===== src/rtl/axis_rx_monitor.sv =====
`default_nettype none
// ============================================================================
// Module   : axis_rx_monitor
// Purpose  : Passive AXI-Stream receive monitor. Once armed it counts accepted
//            beats and tlast beats, shows the data of the most recent counted
//            beat, and signals completion when a beat limit or a frame limit
//            is reached.
// Ports    : clk, rst (async, active-high)
//            s_axis_tvalid/tready/tdata/tlast : stream tap (inputs only)
//            i_rx_rcving      : arm level
//            i_datapath_rst_n : synchronous soft clear, active-low
//            i_send_len       : beat limit, 0 = unlimited
//            i_frame_num_max  : frame limit, 0 = unlimited
//            o_beat_plus      : one-cycle pulse per counted beat
//            o_beat_data      : data of the most recent counted beat
//            o_data_cnt       : counted beats since arm
//            o_tlast_cnt      : counted tlast beats since arm
//            o_rx_done        : high while in DONE
//            o_state          : IDLE=0, RUN=1, DONE=2
// Revision : 1.0 - initial release
// ============================================================================
module axis_rx_monitor #(
  parameter int TDATA_WIDTH = 64,
  parameter int CNT_WIDTH   = 32
) (
  input  logic                   clk,
  input  logic                   rst,
  input  logic                   s_axis_tvalid,
  input  logic                   s_axis_tready,
  input  logic [TDATA_WIDTH-1:0] s_axis_tdata,
  input  logic                   s_axis_tlast,
  input  logic                   i_rx_rcving,
  input  logic                   i_datapath_rst_n,
  input  logic [CNT_WIDTH-1:0]   i_send_len,
  input  logic [CNT_WIDTH-1:0]   i_frame_num_max,
  output logic                   o_beat_plus,
  output logic [TDATA_WIDTH-1:0] o_beat_data,
  output logic [CNT_WIDTH-1:0]   o_data_cnt,
  output logic [CNT_WIDTH-1:0]   o_tlast_cnt,
  output logic                   o_rx_done,
  output logic [1:0]             o_state
);

  typedef enum logic [1:0] {
    ST_IDLE = 2'd0,
    ST_RUN  = 2'd1,
    ST_DONE = 2'd2
  } state_t;

  localparam logic [CNT_WIDTH-1:0] C_CNT_MAX = {CNT_WIDTH{1'b1}};

  state_t                 state_q, state_d;
  logic [CNT_WIDTH-1:0]   data_cnt_q, data_cnt_d;
  logic [CNT_WIDTH-1:0]   tlast_cnt_q, tlast_cnt_d;
  logic                   beat_plus_q, beat_plus_d;
  logic [TDATA_WIDTH-1:0] beat_data_q, beat_data_d;
  logic                   beat_w;
  logic                   limit_hit_w;

  assign beat_w = s_axis_tvalid & s_axis_tready;

  always_ff @(posedge clk or posedge rst) begin
    if (rst) begin
      state_q     <= ST_IDLE;
      data_cnt_q  <= '0;
      tlast_cnt_q <= '0;
      beat_plus_q <= 1'b0;
      beat_data_q <= '0;
    end else begin
      state_q     <= state_d;
      data_cnt_q  <= data_cnt_d;
      tlast_cnt_q <= tlast_cnt_d;
      beat_plus_q <= beat_plus_d;
      beat_data_q <= beat_data_d;
    end
  end

  always_comb begin
    state_d     = state_q;
    data_cnt_d  = data_cnt_q;
    tlast_cnt_d = tlast_cnt_q;
    beat_plus_d = 1'b0;
    beat_data_d = beat_data_q;
    limit_hit_w = 1'b0;

    if (!i_datapath_rst_n) begin
      // Soft clear overrides every other event, including a beat this cycle.
      state_d     = ST_IDLE;
      data_cnt_d  = '0;
      tlast_cnt_d = '0;
      beat_data_d = '0;
    end else begin
      case (state_q)
        ST_IDLE: begin
          if (i_rx_rcving) begin
            state_d     = ST_RUN;
            data_cnt_d  = '0;
            tlast_cnt_d = '0;
          end
        end
        ST_RUN: begin
          if (beat_w) begin
            beat_plus_d = 1'b1;
            beat_data_d = s_axis_tdata;
            if (data_cnt_q != C_CNT_MAX) begin
              data_cnt_d = data_cnt_q + 1'b1;
            end
            if (s_axis_tlast && (tlast_cnt_q != C_CNT_MAX)) begin
              tlast_cnt_d = tlast_cnt_q + 1'b1;
            end
          end
          // Compare the updated counts so DONE lands with the final count;
          // equality only, so a limit lowered below the count never fires.
          limit_hit_w = ((i_send_len != '0) && (data_cnt_d == i_send_len)) ||
                        ((i_frame_num_max != '0) && (tlast_cnt_d == i_frame_num_max));
          if (limit_hit_w) begin
            state_d = ST_DONE;
          end else if (!i_rx_rcving) begin
            state_d = ST_IDLE;
          end
        end
        ST_DONE: begin
          if (!i_rx_rcving) begin
            state_d = ST_IDLE;
          end
        end
        default: begin
          state_d = ST_IDLE;
        end
      endcase
    end
  end

  assign o_beat_plus = beat_plus_q;
  assign o_beat_data = beat_data_q;
  assign o_data_cnt  = data_cnt_q;
  assign o_tlast_cnt = tlast_cnt_q;
  assign o_rx_done   = (state_q == ST_DONE);
  assign o_state     = state_q;

endmodule
`default_nettype wire


===== config.mk =====
export PLATFORM = sky130hd
export DESIGN_NAME = axis_rx_monitor
export DESIGN_NICKNAME = d
export VERILOG_FILES = /design/src/rtl/axis_rx_monitor.sv
export SDC_FILE = /design/constraint.sdc
export NUM_CORES = 1
export LEC_CHECK = 0
export ABC_AREA = 1
export CAP_MARGIN = 20
export CORE_MARGIN = 4
export CORE_UTILIZATION = 34
export DETAILED_ROUTE_END_ITERATION = 10
export GPL_TIMING_DRIVEN = 0
export PLACE_DENSITY = 0.57
export SETUP_SLACK_MARGIN = 0.1
export SLEW_MARGIN = 15
export SYNTH_ARGS = -nofsm -noshare
export SYNTH_HDL_FRONTEND = slang
export SYNTH_SLANG_ARGS = --single-unit

===== constraint.sdc =====
create_clock -name clk -period 7.4 [get_ports clk]
set_input_delay 0.74 -clock clk [delete_from_list [all_inputs] [get_ports clk]]
set_output_delay 0.74 -clock clk [all_outputs]
set_load 0.005 [all_outputs]

* Yosys cells after proc, flatten, opt, wreduce, memory -nomap -nowiden
Cells that the tools add are included.
Word-level totals: output and inout port bits 132, logic and storage cells 51, bits of input ports 135, register bits after elaboration 131
Cells by class: reduce and logical (&&, ||, !) cells 9, bitwise operators 1, muxes and demuxes 24, eq/ne operators 10, add/sub/neg operators 2
Operators with widths (count):
- 2-to-1 mux 32 bit | 11
- 2-to-1 mux 64 bit | 3
- one-hot mux 32 bit (2 select lines) | 2
- adder 32 x 1 -> 32 bit (second input constant) | 2
- equality test 32 bit | 2
- != test 32 bit (second input constant) | 2
- nonzero test 32 bit | 2
- 2-to-1 mux 2 bit | 4
- one-hot mux 2 bit (3 select lines) | 1
- != test 2 x 1 -> 1 bit (second input constant) | 2
- AND reduction 2 bit | 2
- logical AND 1 bit | 3
- 2-to-1 mux 1 bit | 3
- != test 3 x 1 -> 1 bit (second input constant) | 1
- != test 3 bit (second input constant) | 1
- equality test 2 x 1 -> 1 bit (second input constant) | 1
- equality test 2 bit (second input constant) | 1
- logical NOT 2 bit | 1
- AND 1 bit | 1
- logical OR 1 bit | 1

* Depth between registers and ports, before layout
depth in word-level cells 12, gate-level depth with buffers 21, gate-level depth less buffers 21

* Least setup slack after synthesis
No wires, ideal clock.
kind input to register, from input port s_axis_tvalid, to register state_q[1], in the netlist o_state[1], setup slack 5.009 ns, buffers on the path 2, arrival time 2.318 ns, required time 7.327 ns, setup time 0.073 ns, stages 16, cell sequence nand2_1 > nor2_1 > buf_2 > buf_2 > nand4_1 > nand2_1 > nand2_1 > nand2_1 > nand2_1 > nor2_1 > nand2_1 > nor2_1 > nand3_1 > nand2_1 > nand2_1 > a21oi_2
Between the ends: word-level cells in the longest chain between the ends 10, elaborated cells on any way between the ends 15, those cells by class eq/ne (2); mux (9); bitwise (1); reduce/logical (3)
Ends and longest elaborated chain:
- from (decl) | RTL line 28 | input logic s_axis_tvalid,
- AND 1 bit * | RTL line 60 | assign beat_w = s_axis_tvalid & s_axis_tready;
- 2-to-1 mux 32 bit | RTL line 102 | if (beat_w) begin
- 2-to-1 mux 32 bit | RTL line 93 | case (state_q)
- 2-to-1 mux 32 bit | RTL line 86 | if (!i_datapath_rst_n) begin
- equality test 32 bit (on tied branches) | RTL line 114, 115
- logical AND 1 bit (on tied branches) | RTL line 114, 115
- logical OR 1 bit * | RTL line 114 | limit_hit_w = ((i_send_len != '0) && (data_cnt_d == i_send_len)) ||
- 2-to-1 mux 2 bit * | RTL line 116 | if (limit_hit_w) begin
- one-hot mux 2 bit (3 select lines) * | RTL line 93
- 2-to-1 mux 2 bit * | RTL line 86
- to (signal assigned) | RTL line 70 | state_q <= state_d;
- to (decl) | RTL line 52 | state_t state_q, state_d;
Mark *: on every way between the ends. The rest lies on a longest branch, timed or not. The select of a mux whose other input is x is not followed. A chain may end at the register's enable or synchronous reset.

* Worst setup path after layout
Ends and elaborated chain as after synthesis.

==> impl_metrics.py <==
metrics = {
    "status": {
        "status": "complete, no violations",
    },
    "place": {
        "post-dp-hpwl_mm": 28.85,
        "dp.cells": 1985,
        "numPortBuffers": 266,
        "finalWeightedCongestion": 0.9641,
    },
    "pwr": {
        "power-per-cell-area_mw_per_mm2": 147.2,
        "cellLeakagePower_nw": 5.511,
        "ir_drop_mv": 0.1145,
    },
    "route": {
        "via_per_inst": 5.074,
        "avgRoutedWirePerCell_um": 18.39,
        "detail_route.first_pass.iterations": 6,
        "drtIter0Drc": 805,
        "route.vias.total": 10234,
        "detail_route.drc_violations": 0,
        "drt.antenna.violating_nets": 0,
        "routed_wl_mm": 37.09,
    },
    "clocking": {
        "ctsHoldBuffers": 0,
        "insertion_delay_ps": 430,
        "cts.sink_count": 131,
        "cts_buffers": 17,
        "root_buf_cell": "sky130_fd_sc_hd__clkbuf_16",
        "cts_h_tree_depth": 4,
        "clock_tree.buffer_depth": 2,
        "post_cts.repair.setup_buffers": 0,
        "cts_resized": 0,
        "clk_pin_slew_ps": 60,
        "clock_tree_from_tritoncts": "built",
    },
    "floorplan": {
        "row_count": 59,
        "core_region_area_sq_mm": 0.02621,
        "design.portCount": 267,
        "die_width_um": 171.6,
        "die-area_sq_mm": 0.02945,
        "floorplan.initialDensity_pct": 34.73,
        "chipHeight_um": 171.6,
    },
    "synth": {
        "syn-mean-instance-area_sq_um": 6.582,
        "synth_fp_nets": 1520,
        "synth_area_leaders": "sky130_fd_sc_hd__dfrtp_1, sky130_fd_sc_hd__nand2_1, sky130_fd_sc_hd__inv_1, sky130_fd_sc_hd__nand3_1, sky130_fd_sc_hd__o21ai_0",
        "synth_cell_types": 36,
        "synth_common_cells": "sky130_fd_sc_hd__nand2_1, sky130_fd_sc_hd__inv_1, sky130_fd_sc_hd__dfrtp_1, sky130_fd_sc_hd__nand3_1, sky130_fd_sc_hd__nor2_1",
        "synth_enable_flop_cells": 0,
        "synthArstFlopShare_pct": 100.0,
        "synthesis.yosys.warnings": 0,
        "post-synth-top-area-cell": "sky130_fd_sc_hd__dfrtp_1",
        "synth.top_cell.area_share_pct": 36.01,
        "synth.most_common_cell": "sky130_fd_sc_hd__nand2_1",
        "synthesized_netlist_cell_count": 1383,
        "ys_seq_elements": 131,
        "ys_seq_area_share_pct": 36.01,
        "netlist_area_sq_mm": 0.009102,
        "postSynth.topFlopCell": "sky130_fd_sc_hd__dfrtp_1",
    },
    "critical_path": {
        "crit_path_end_kind": "flip-flop",
        "worst-path-max-fanout": 10,
        "critical_path_class": "in -> reg",
        "start_kind": "primary input",
        "worst_ep_required_time_ps": 7740,
        "critical_path_arrival_ps": 3820,
    },
    "grt": {
        "grt_start_max_net_pins": 96,
        "gr-usage-all-layers_pct": 24.93,
        "grt.overflow.total": 0,
        "initial_antenna_violation_count": 0,
        "grt_pass1_vias": 9962,
        "grt_pass1_wl_mm": 56.35,
    },
    "layout": {
        "post_route_cells_drive_above_1_share_pct": 5.351,
        "nets": 1806,
        "synthToLayoutAreaGrowth_pct": 40.52,
        "final_antenna_diode_count": 0,
        "layout.cells.non_filler": 2017,
    },
    "sta": {
        "finalWorstPathRequiredPeriod_ps": 3472,
        "layout_worst_path_cycle_share_pct": 46.92,
        "holdWs_ps": 535.6,
        "final-hold-violation-count": 0,
        "setup_repair_after_global_routing_missed_its_margin": "false",
        "final_max_slew_viol_count": 0,
        "report.final.setup_viol": 0,
        "slew-limit-headroom_pct": 44.44,
        "max_freq_mhz": 288.0,
        "transition_time_of_the_tightest_slew_check_pin_ps": 827.8,
        "setup_total_negative_slack_ps": 0,
        "clock-skew-final_ps": 18.04,
    },
    "flow_run": {
        "max_cap_violations": 0,
    },
    "hold_path": {
        "min-delay-path-class": "reg -> reg",
    },
}
-- power by group --
group	switching [mW]	internal (mW)	leakage (nW)	total (mW)
Combinational	0.148	0.130	3.43	0.278
Sequential	0.0141	0.730	1.82	0.744
Clock	0.387	0.474	0.265	0.862
Total	0.550	1.33	5.51	1.88
-- area by class of cell --
type                            count  area (sq um)
Buffer                             40         187.7
Clock buffer                       18         429.2
Clock inverter                     14         142.6
Fill cell                        2683         13420
Inverter                          220         835.8
Multi-Input combinational cell    992          4808
Sequential cell                   131          3278
Tap cell                          335         419.2
Timing Repair Buffer              267          2690
-- metrics by stage --
stage	power, mW	util (%)	instance area, sq um	setup WS (ps)
after floorplan	0.8650	-	9102	3162
after global placement	1.031	46.49	12180	673.3
after detailed placement	1.034	46.63	12220	3534
after CTS	1.905	48.81	12790	3978
after global routing	1.961	48.81	12790	3784
final	1.883	48.81	12790	3928
-- critical path, cell delays in order --
cell	delay [ps]
sky130_fd_sc_hd__clkdlybuf4s50_1	390
sky130_fd_sc_hd__nand2_1	270
sky130_fd_sc_hd__clkbuf_1	530
sky130_fd_sc_hd__clkbuf_1	660
sky130_fd_sc_hd__nand2_1	150
sky130_fd_sc_hd__nand3b_1	130
sky130_fd_sc_hd__nand4_1	170
sky130_fd_sc_hd__nor2_1	140
sky130_fd_sc_hd__nand3_1	80
sky130_fd_sc_hd__nor2_1	180
sky130_fd_sc_hd__nand2_1	110
sky130_fd_sc_hd__nand2_1	80
sky130_fd_sc_hd__nand2_1	60
sky130_fd_sc_hd__a21oi_2	110
-- path summary, 6_finish.rpt --
| check | startpoint | to | slack [ps] | cells after the start |
|---|---|---|---|---|
| min in group asynchronous | rst | o_beat_data[60] | 690 | 2 |
| setup reg to reg | o_data_cnt[0] | o_state[1] | 4130 | 18 |
| hold reg to reg | o_beat_data[22] | o_beat_data[22] | 540 | 2 |
| hold / removal | o_beat_data[22] | o_beat_data[22] | 540 | 2 |
| max in group asynchronous | rst | o_data_cnt[22] | 5880 | 3 |
| setup / recovery | s_axis_tvalid | o_state[1] | 3930 | 14 |
-- metal layers --
| layer | vias to the layer above | GRT usage, % | share of wire [%] |
|---|---|---|---|
| met2 | 443 | 39.22 | 44 |
| met4 | 0 | 6.614 | 2.0 |
| met3 | 51 | 7.263 | 9.4 |
| met5 | - | 0 | 0 |
| met1 | 4717 | 33.70 | 44 |
| li1 | 5023 | - | - |
-- cells in the final DEF, fill, tap and decap left out, types with 3 or more instances in the layout --
cell / count
sky130_fd_sc_hd__buf_1: 5
sky130_fd_sc_hd__buf_2: 6
sky130_fd_sc_hd__buf_6: 4
sky130_fd_sc_hd__clkbuf_1: 26
sky130_fd_sc_hd__clkbuf_16: 17
sky130_fd_sc_hd__clkdlybuf4s50_1: 266
sky130_fd_sc_hd__clkinvlp_4: 5
sky130_fd_sc_hd__dfrtp_1: 131
sky130_fd_sc_hd__inv_1: 215
sky130_fd_sc_hd__inv_6: 6
sky130_fd_sc_hd__inv_8: 3
sky130_fd_sc_hd__nand2_1: 462
sky130_fd_sc_hd__nand2_2: 6
sky130_fd_sc_hd__nand3_1: 114
sky130_fd_sc_hd__nand3_2: 17
sky130_fd_sc_hd__nand3_4: 3
sky130_fd_sc_hd__nand3b_1: 28
sky130_fd_sc_hd__nand4_1: 41
sky130_fd_sc_hd__nor2_1: 110
sky130_fd_sc_hd__nor2_2: 6
sky130_fd_sc_hd__nor2_4: 6
sky130_fd_sc_hd__nor3_1: 10
sky130_fd_sc_hd__nor4_1: 14
sky130_fd_sc_hd__o21ai_0: 95
sky130_fd_sc_hd__o22ai_1: 42
sky130_fd_sc_hd__xnor2_1: 3
sky130_fd_sc_hd__xor2_1: 20
-- logic make-up (layout without fill, tap and decap cells) --
kind of cell / count (synthesis) / count (layout) / share of synthesized area, %
simple gates: 823 / 823 / 41.37
buf+inv: 260 / 559 / 11.16
compound gates: 142 / 142 / 8.454
flops: 131 / 131 / 36.01
xor+xnor: 25 / 25 / 2.722
fa+ha+maj: 2 / 2 / 0.2749
-- flip-flops by register name, summed over array words and instances, names as in the netlist --
register	cells
o_state	2
o_data_cnt	32
o_beat_plus	1
o_beat_data	64
o_tlast_cnt	32
No activity file was read; power rests on OpenSTA's default activity.
